`src/rtl/layer_compositor_pkg.sv`:
```
`default_nettype none
// ============================================================================
// layer_compositor_pkg : fade state encoding, fade level range, pixel widths
// Rev 1.0
// ============================================================================
package layer_compositor_pkg;

  typedef enum logic [1:0] {
    ST_FULL       = 2'd0,
    ST_FADING_OUT = 2'd1,
    ST_DARK       = 2'd2,
    ST_FADING_IN  = 2'd3
  } fade_state_t;

  localparam int LEVEL_MAX       = 16;
  localparam int LEVEL_W         = 5;
  localparam int DEFAULT_COLOR_W = 12;
  localparam int DEFAULT_CH_W    = DEFAULT_COLOR_W / 3;

endpackage
`default_nettype wire

```
`src/rtl/layer_compositor_fade_controller.sv`:
```
`default_nettype none
// ============================================================================
// fade_controller : frame-stepped fade level (0..16) with reversible fading
// Rev 1.0
// ============================================================================
module fade_controller
  import layer_compositor_pkg::*;
#(
  parameter int FRAMES_PER_STEP = 4
) (
  input  logic               clk,
  input  logic               hard_reset_n,
  input  logic               frame_pulse,
  input  logic               fade_start,
  input  logic               fade_dir,
  output logic [LEVEL_W-1:0] level,
  output logic               busy
);

  localparam int               CNT_W    = (FRAMES_PER_STEP > 1) ? $clog2(FRAMES_PER_STEP) : 1;
  localparam logic [CNT_W-1:0] CNT_LAST = CNT_W'(FRAMES_PER_STEP - 1);
  localparam logic [LEVEL_W-1:0] LVL_TOP = LEVEL_W'(LEVEL_MAX);

  fade_state_t        r_state;
  logic [CNT_W-1:0]   r_cnt;
  logic [LEVEL_W-1:0] r_level;
  logic               r_busy;

  always_ff @(posedge clk) begin
    if (!hard_reset_n) begin
      r_state <= ST_FULL;
      r_cnt   <= '0;
      r_level <= LVL_TOP;
      r_busy  <= 1'b0;
    end else begin
      case (r_state)
        ST_FULL: begin
          if (fade_start && fade_dir) begin
            r_state <= ST_FADING_OUT;
            r_cnt   <= '0;
            r_busy  <= 1'b1;
          end
        end
        ST_DARK: begin
          if (fade_start && !fade_dir) begin
            r_state <= ST_FADING_IN;
            r_cnt   <= '0;
            r_busy  <= 1'b1;
          end
        end
        default: begin
          // A start request wins over a coincident frame boundary: no step that cycle.
          if (fade_start) begin
            r_state <= fade_dir ? ST_FADING_OUT : ST_FADING_IN;
            r_cnt   <= '0;
          end else if (frame_pulse) begin
            if (r_cnt == CNT_LAST) begin
              r_cnt <= '0;
              if (r_state == ST_FADING_OUT) begin
                r_level <= r_level - 1'b1;
                if (r_level == LEVEL_W'(1)) begin
                  r_state <= ST_DARK;
                  r_busy  <= 1'b0;
                end
              end else begin
                r_level <= r_level + 1'b1;
                if (r_level == LVL_TOP - 1'b1) begin
                  r_state <= ST_FULL;
                  r_busy  <= 1'b0;
                end
              end
            end else begin
              r_cnt <= r_cnt + 1'b1;
            end
          end
        end
      endcase
    end
  end

  assign level = r_level;
  assign busy  = r_busy;

endmodule
`default_nettype wire

```
`src/rtl/layer_compositor.sv`:
```
`default_nettype none
// ============================================================================
// layer_compositor : priority layer select, colour key, global fade, 2-tick sync delay
// Rev 1.0
// ============================================================================
module layer_compositor
  import layer_compositor_pkg::*;
#(
  parameter int                 NUM_LAYERS      = 10,
  parameter int                 COLOR_W         = DEFAULT_COLOR_W,
  parameter logic [COLOR_W-1:0] TRANSPARENT_KEY = COLOR_W'(12'hF0F),
  parameter int                 FRAMES_PER_STEP = 4,
  localparam int                IDX_W           = (NUM_LAYERS > 1) ? $clog2(NUM_LAYERS) : 1
) (
  input  logic                          clk,
  input  logic                          hard_reset_n,
  input  logic                          pixel_tick,
  input  logic                          video_on,
  input  logic                          hsync_in,
  input  logic                          vsync_in,
  input  logic [NUM_LAYERS-1:0]         layer_on,
  input  logic [NUM_LAYERS*COLOR_W-1:0] layer_rgb,
  input  logic [NUM_LAYERS-1:0]         layer_en,
  input  logic [NUM_LAYERS-1:0]         key_en,
  input  logic [COLOR_W-1:0]            bg_rgb,
  input  logic                          fade_start,
  input  logic                          fade_dir,
  output logic [COLOR_W-1:0]            rgb_out,
  output logic                          hsync_out,
  output logic                          vsync_out,
  output logic [IDX_W-1:0]              top_layer,
  output logic                          top_valid,
  output logic                          fade_busy
);

  localparam int CH_W = COLOR_W / 3;

  logic [NUM_LAYERS-1:0] w_visible;
  logic [COLOR_W-1:0]    w_sel_rgb;
  logic [IDX_W-1:0]      w_sel_idx;
  logic                  w_sel_valid;
  logic [LEVEL_W-1:0]    w_level;
  logic                  w_frame_pulse;
  logic [COLOR_W-1:0]    w_faded;

  logic [COLOR_W-1:0]    r_s1_rgb;
  logic [IDX_W-1:0]      r_s1_idx;
  logic                  r_s1_valid;
  logic                  r_s1_hs;
  logic                  r_s1_vs;
  logic                  r_s1_vs_prev;

  for (genvar gi = 0; gi < NUM_LAYERS; gi++) begin : g_vis
    assign w_visible[gi] = layer_on[gi] & layer_en[gi] &
                           ~(key_en[gi] & (layer_rgb[gi*COLOR_W +: COLOR_W] == TRANSPARENT_KEY));
  end

  // Scan from the lowest priority upward so the lowest visible index is left standing.
  always_comb begin
    w_sel_rgb   = bg_rgb;
    w_sel_idx   = '0;
    w_sel_valid = 1'b0;
    for (int i = NUM_LAYERS - 1; i >= 0; i--) begin
      if (w_visible[i]) begin
        w_sel_rgb   = layer_rgb[i*COLOR_W +: COLOR_W];
        w_sel_idx   = IDX_W'(i);
        w_sel_valid = 1'b1;
      end
    end
    if (!video_on) begin
      w_sel_rgb   = '0;
      w_sel_idx   = '0;
      w_sel_valid = 1'b0;
    end
  end

  always_ff @(posedge clk) begin
    if (!hard_reset_n) begin
      r_s1_rgb     <= '0;
      r_s1_idx     <= '0;
      r_s1_valid   <= 1'b0;
      r_s1_hs      <= 1'b0;
      r_s1_vs      <= 1'b0;
      r_s1_vs_prev <= 1'b0;
    end else if (pixel_tick) begin
      r_s1_rgb     <= w_sel_rgb;
      r_s1_idx     <= w_sel_idx;
      r_s1_valid   <= w_sel_valid;
      r_s1_hs      <= hsync_in;
      r_s1_vs      <= vsync_in;
      r_s1_vs_prev <= r_s1_vs;
    end
  end

  // One-cycle frame marker on the tick where the stage-1 vsync rise is first seen.
  assign w_frame_pulse = pixel_tick & r_s1_vs & ~r_s1_vs_prev;

  fade_controller #(
    .FRAMES_PER_STEP (FRAMES_PER_STEP)
  ) u_fade (
    .clk          (clk),
    .hard_reset_n (hard_reset_n),
    .frame_pulse  (w_frame_pulse),
    .fade_start   (fade_start),
    .fade_dir     (fade_dir),
    .level        (w_level),
    .busy         (fade_busy)
  );

  for (genvar gc = 0; gc < 3; gc++) begin : g_ch
    logic [CH_W+4:0] w_prod;
    assign w_prod = (CH_W+5)'(r_s1_rgb[gc*CH_W +: CH_W]) * (CH_W+5)'(w_level);
    assign w_faded[gc*CH_W +: CH_W] = CH_W'(w_prod >> 4);
  end

  always_ff @(posedge clk) begin
    if (!hard_reset_n) begin
      rgb_out   <= '0;
      top_layer <= '0;
      top_valid <= 1'b0;
      hsync_out <= 1'b0;
      vsync_out <= 1'b0;
    end else if (pixel_tick) begin
      rgb_out   <= w_faded;
      top_layer <= r_s1_idx;
      top_valid <= r_s1_valid;
      hsync_out <= r_s1_hs;
      vsync_out <= r_s1_vs;
    end
  end

endmodule
`default_nettype wire

```
`config.mk`:
```
export PLATFORM = sky130hd
export DESIGN_NAME = layer_compositor
export DESIGN_NICKNAME = d
export VERILOG_FILES = /design/src/rtl/layer_compositor_pkg.sv /design/src/rtl/layer_compositor_fade_controller.sv /design/src/rtl/layer_compositor.sv
export SDC_FILE = /design/constraint.sdc
export NUM_CORES = 1
export LEC_CHECK = 0
export ABC_AREA = 1
export CAP_MARGIN = 30
export CORE_ASPECT_RATIO = 0.7
export CORE_MARGIN = 2
export CORE_UTILIZATION = 50
export CTS_CLUSTER_DIAMETER = 40
export DETAILED_ROUTE_END_ITERATION = 16
export PLACE_DENSITY = 0.88
export SLEW_MARGIN = 20
export SYNTH_ARGS = -nofsm -noshare
export SYNTH_HDL_FRONTEND = slang
export SYNTH_SLANG_ARGS = --single-unit
```
`constraint.sdc`:
```
create_clock -name clk -period 5.29 [get_ports clk]
set_input_delay 1.587 -clock clk [delete_from_list [all_inputs] [get_ports clk]]
set_output_delay 1.587 -clock clk [all_outputs]
set_load 0.05 [all_outputs]
```
# Yosys cells after proc, flatten, opt, wreduce, memory -nomap -nowiden
# Index checks and enable logic that the tools add are counted.
# word_totals
register_bits,48
output_inout_bits,20
# classes
add_sub_neg,3
n_mul,3
eq_ne,20
n_mux,59
bitwise,45
n_reduce_logical,15
# op_table
operator,count
$mux W12,11
$eq A12 B12 Y1 const B,10
$mux W4,11
$and A1 B1 Y1,32
$mux W2,14
$mul A4 B5 Y8,3
$mux W1,19
$not A1 Y1,13
$reduce_bool A4 Y1,3
$pmux W2 S2,2
$reduce_and A7 Y1,1
$reduce_and A6 Y1,1
$reduce_bool A3 Y1,2
$add A5 B1 Y5 const B,1
$eq A5 B1 Y1 const B,1
$eq A5 B4 Y1 const B,1
$mux W5,1
$ne A5 B5 Y1 const B,1
$reduce_bool A5 Y1,1
$sub A5 B1 Y5 const B,1
$eq A2 B2 Y1 const B,2
$ne A2 B1 Y1 const B,2
$ne A4 B4 Y1 const B,1
$reduce_and A4 Y1,1
other kinds (9),10

# Depth between registers and ports, before layout
# depth
word_depth,15
mapped_depth,18
mapped_depth_nobuf,17

# By module
# From an unflattened synthesis, not the netlist that was laid out.
# unflattened
cells_unflattened,935
hier_area_um2,5469.0
# modules_own_cells
module,n_inst,cells_per_inst,area_each_um2,seq_area_each_um2
layer_compositor,1,832,4759.6,760.7
fade_controller,1,103,709.4,200.2

# Least setup slack after synthesis
# No wires, ideal clock.
# synth_timing
path_kind,reg2reg
startpoint,register u_fade.r_level[2] (netlist: u_fade.level[2])
endpoint,register rgb_out[11]
t_arrival_ps,3196
required_time_ps,5234
setup_slack_ps,2038
stages_incl_launch_ff,18
period_less_slack_ps,3252
cell_sequence,dfxtp_1 > clkbuf_1 > clkbuf_1 > nand2_1 > fa_1 > fa_1 > inv_1 > ha_1 > nand2_1 > nor2_1 > a31oi_1 > o21bai_1 > a21o_1 > a21o_1 > or2_1 > nand3_1 > nand2_1 > inv_1
# synth_via
elab_chain_cells,1
# synth_rtl
element,line,rtl
"start, declared",layer_compositor_fade_controller.sv:26,logic [LEVEL_W-1:0] r_level;
"start signal, assigned",layer_compositor_fade_controller.sv:60,r_level <= r_level - 1'b1;
"start signal, assigned",layer_compositor_fade_controller.sv:66,r_level <= r_level + 1'b1;
$mul A4 B5 Y8,layer_compositor.sv:112,assign w_prod = (CH_W+5)'(r_s1_rgb[gc*CH_W +: CH_W]) * (CH_W+5)'(w_level);
"end signal, assigned",layer_compositor.sv:124,rgb_out <= w_faded;
"end, declared",layer_compositor.sv:28,"output logic [COLOR_W-1:0] rgb_out,"
# No other way between the ends.
# A chain may end at the register's enable or synchronous reset.

# Final worst setup path
# layout_timing
startpoint,input port layer_rgb[7]
endpoint,register r_s1_valid
# layout_via
elab_chain_cells,6
# layout_rtl
element,line,rtl
"start, declared",layer_compositor.sv:22,"input logic [NUM_LAYERS*COLOR_W-1:0] layer_rgb,"
$eq A12 B12 Y1,layer_compositor.sv:55,~(key_en[gi] & (layer_rgb[gi*COLOR_W +: COLOR_W] == TRANSPARENT_KEY));
$and A1 B1 Y1,layer_compositor.sv:55,
$not A1 Y1,layer_compositor.sv:55,
$and A1 B1 Y1,layer_compositor.sv:54,assign w_visible[gi] = layer_on[gi] & layer_en[gi] &
$mux W1,layer_compositor.sv:64,if (w_visible[i]) begin
$mux W1,layer_compositor.sv:70,if (!video_on) begin
"end signal, assigned",layer_compositor.sv:88,r_s1_valid <= w_sel_valid;
"end, declared",layer_compositor.sv:48,logic r_s1_valid;
# No other way between the ends.

==> impl_metrics.json <==
{
  "vdd_drop_max_mv": 0.120,
  "fin_skew_ps": 7.57,
  "port_buffers": 189,
  "yosysTopAreaCell": "dfxtp_1",
  "clk_latency_ps": 290,
  "max_slew_margin_pct": 45.9,
  "dp_hpwl_um": 14400,
  "synth_edf_count": 0,
  "hold_buffers": 0,
  "p_leak_nw": 3.74,
  "endpoint_kind": "flip-flop",
  "antenna_left": 0,
  "cts_root_buffer": "clkbuf_16",
  "outcome": "completed",
  "avgRoutedWirePerCell_um": 14.9,
  "synth_cell_type_count": 45,
  "grt_pass1_vias": 6054,
  "arrival_ps": 4120,
  "netlist_top_cells_count": "nand2_1, inv_1, nor2_1",
  "antenna_found_initial": 0,
  "fin_ws_ps": 1350,
  "syn_area_um2": 5310,
  "routed_wl_um": 17700,
  "min_period_ps": 3940,
  "rows": 31,
  "layout-drive-gt1-share_pct": 3.70,
  "drtIter0Drc": 645,
  "hold_slack_ps": 466,
  "yosysSeqAreaShare_pct": 18.1,
  "drtPass1Iterations": 6,
  "grt_usage_pct": 31.4,
  "nNetsFinal": 1272,
  "clkPwrFrac_pct": 27.0,
  "clockBufferDepth": 2,
  "cts_made_buffers": 5,
  "cts_setup_buffers": 0,
  "hold_viol_final": 0,
  "fin_crit_sh_pct": 74.6,
  "yosysMostFrequentCell": "nand2_1",
  "design_area_um2": 7350,
  "critPathKind": "in2reg",
  "crit_fanout": 26,
  "route.vias.total": 6287,
  "dp_slack_ps": 1170,
  "max_cap_viol_count": 0,
  "grt_max_degree": 27,
  "cts_sinks": 48,
  "grt_pass1_wl_um": 29100,
  "startpoint_type": "primary input",
  "start_util_pct": 51.3,
  "synthArstFlopShare_pct": 0,
  "comb_power_share_pct": 37.9,
  "hp-class": "reg2reg",
  "rsz0062_at_grt": "no",
  "post_drt_via_cell_ratio": 5.30,
  "core-area_um2": 10400,
  "cts_tree": "built",
  "fmax_mhz": 254,
  "setup_viol": 0,
  "syn_avg_cell_area_um2": 5.99,
  "fillers": 849,
  "n_antenna_cell": 0,
  "synth-main-ff-cell": "dfxtp_1",
  "powerDensity_nw_per_um2": 154,
  "gp_congestion": 1.01,
  "crit_required_ps": 5460,
  "tightest_slew_ps": 809,
  "synthTopCellsByArea": "dfxtp_1, nand2_1, inv_1",
  "die_area_um2": 11500,
  "netlist_instances": 887,
  "switching_share_pct": 33.5,
  "place_area_um2": 7220,
  "switching_power_mw": 0.379,
  "yosys.area.top_type_share_pct": 18.1,
  "area_growth_pct": 38.4,
  "clk_pin_slew_ps": 70,
  "drc_errors": 0,
  "synth_nets": 1104,
  "fin_setup_tns_ps": 0,
  "io_pins": 190,
  "yosys_warnings": 0,
  "drv_slew": 0,
  "p_int_mw": 0.755,
  "ys_ff_latch": 48,
  "dieWidth_um": 127,
  "h-tree-depth": 2,
  "power_frac_seq_pct": 35.1,
  "dieHeight_um": 90.3,
  "cts_resized": 0,
  "gr-total-overflow": 0
}
[final timing paths]
path                                                    from  cells past startpoint                        to  slack [ps]
worst max-delay path                            layer_rgb[7]                     11   r_s1_valid$_SDFFE_PN0P_        1350
worst min-delay path                u_fade.busy$_SDFFE_PN0P_                      2  u_fade.busy$_SDFFE_PN0P_         470
worst max register to register  u_fade.level[2]$_SDFFE_PN0P_                     15   rgb_out[3]$_SDFFE_PN0P_        1700
worst min register to register      u_fade.busy$_SDFFE_PN0P_                      2  u_fade.busy$_SDFFE_PN0P_         470
[flip-flops by register name (all words and copies together) (netlist names), 2 cells and up, named ones only]
register,cells
rgb_out,12
r_s1_idx,4
u_fade.r_cnt,2
top_layer,4
u_fade.level,5
r_s1_rgb,12
[critical path: stages]
cell             delay [ps]
clkdlybuf4s50_1         470
inv_1                    80
nand2_1                  50
nor4_1                  410
nand4_1                 160
nand3_1                 610
nand2_1                 330
nor3_1                  220
nand2_1                  80
nand2_1                  60
a21oi_1                  60
[cells in the final DEF (no fill, tap or decap), types with 7 or more instances in the layout]
cell / instances
nand2_1: 246
clkdlybuf4s50_1: 189
inv_1: 134
nor2_1: 114
o21ai_0: 57
a21oi_1: 54
dfxtp_1: 48
nand3_1: 35
ha_1: 32
fa_1: 15
nand4_1: 13
or2_1: 11
xor2_1: 11
o22ai_1: 10
nand2_2: 9
xnor2_1: 7
or2_0: 7
[cell type report]
cell class	instances	area, um2	share of cell area (%)
inverter	138	518	7.04
sequential	48	961	13.1
tap	132	165	2.25
timing repair buffer	193	1920	26.1
clock buffer	6	129	1.75
clock inverter	1	5.00	0.0681
multi-input combinational	669	3650	49.7
[through the flow]
stage	cells	utilization, %	total power, mW
after floorplan	887	-	0.617
after CTS	1187	71.0	1.13
final	1187	71.0	1.13
after global placement	1180	69.7	0.823
after global routing	1187	71.0	1.19
after detailed placement	1180	69.7	0.826
[logic make-up (layout without fill, tap and decap cells)]
kind of cell / Yosys count / after routing / share of synthesized area, %
muxes: 1 / 1 / 0.188
AOI/OAI and AO/OA: 140 / 140 / 14.7
DFF: 48 / 48 / 18.1
adders and majority gates: 47 / 47 / 13.2
and+or+nand+nor: 463 / 463 / 37.7
buffers and inverters: 170 / 338 / 13.1
xor gates and xnor gates: 18 / 18 / 2.97
[metal layers]
| metal | routed length (um) | part of all wire [%] | GRT usage, % |
|---|---|---|---|
| met4 | 285 | 1.6 | 6.50 |
| met5 | 0 | 0 | 0 |
| met1 | 8350 | 47 | 46.9 |
| met3 | 1710 | 9.6 | 6.04 |
| met2 | 7390 | 42 | 47.0 |
[power groups by stage]
| stage | clock, mW | combinational, mW | sequential (mW) |
|---|---|---|---|
| after detailed placement | 0 | 0.420 | 0.405 |
| after global placement | 0 | 0.418 | 0.405 |
| after global routing | 0.323 | 0.469 | 0.401 |
| after CTS | 0.306 | 0.423 | 0.398 |
| after floorplan | 0 | 0.186 | 0.431 |
| final | 0.306 | 0.430 | 0.398 |
(Power assumes the default switching activity.)
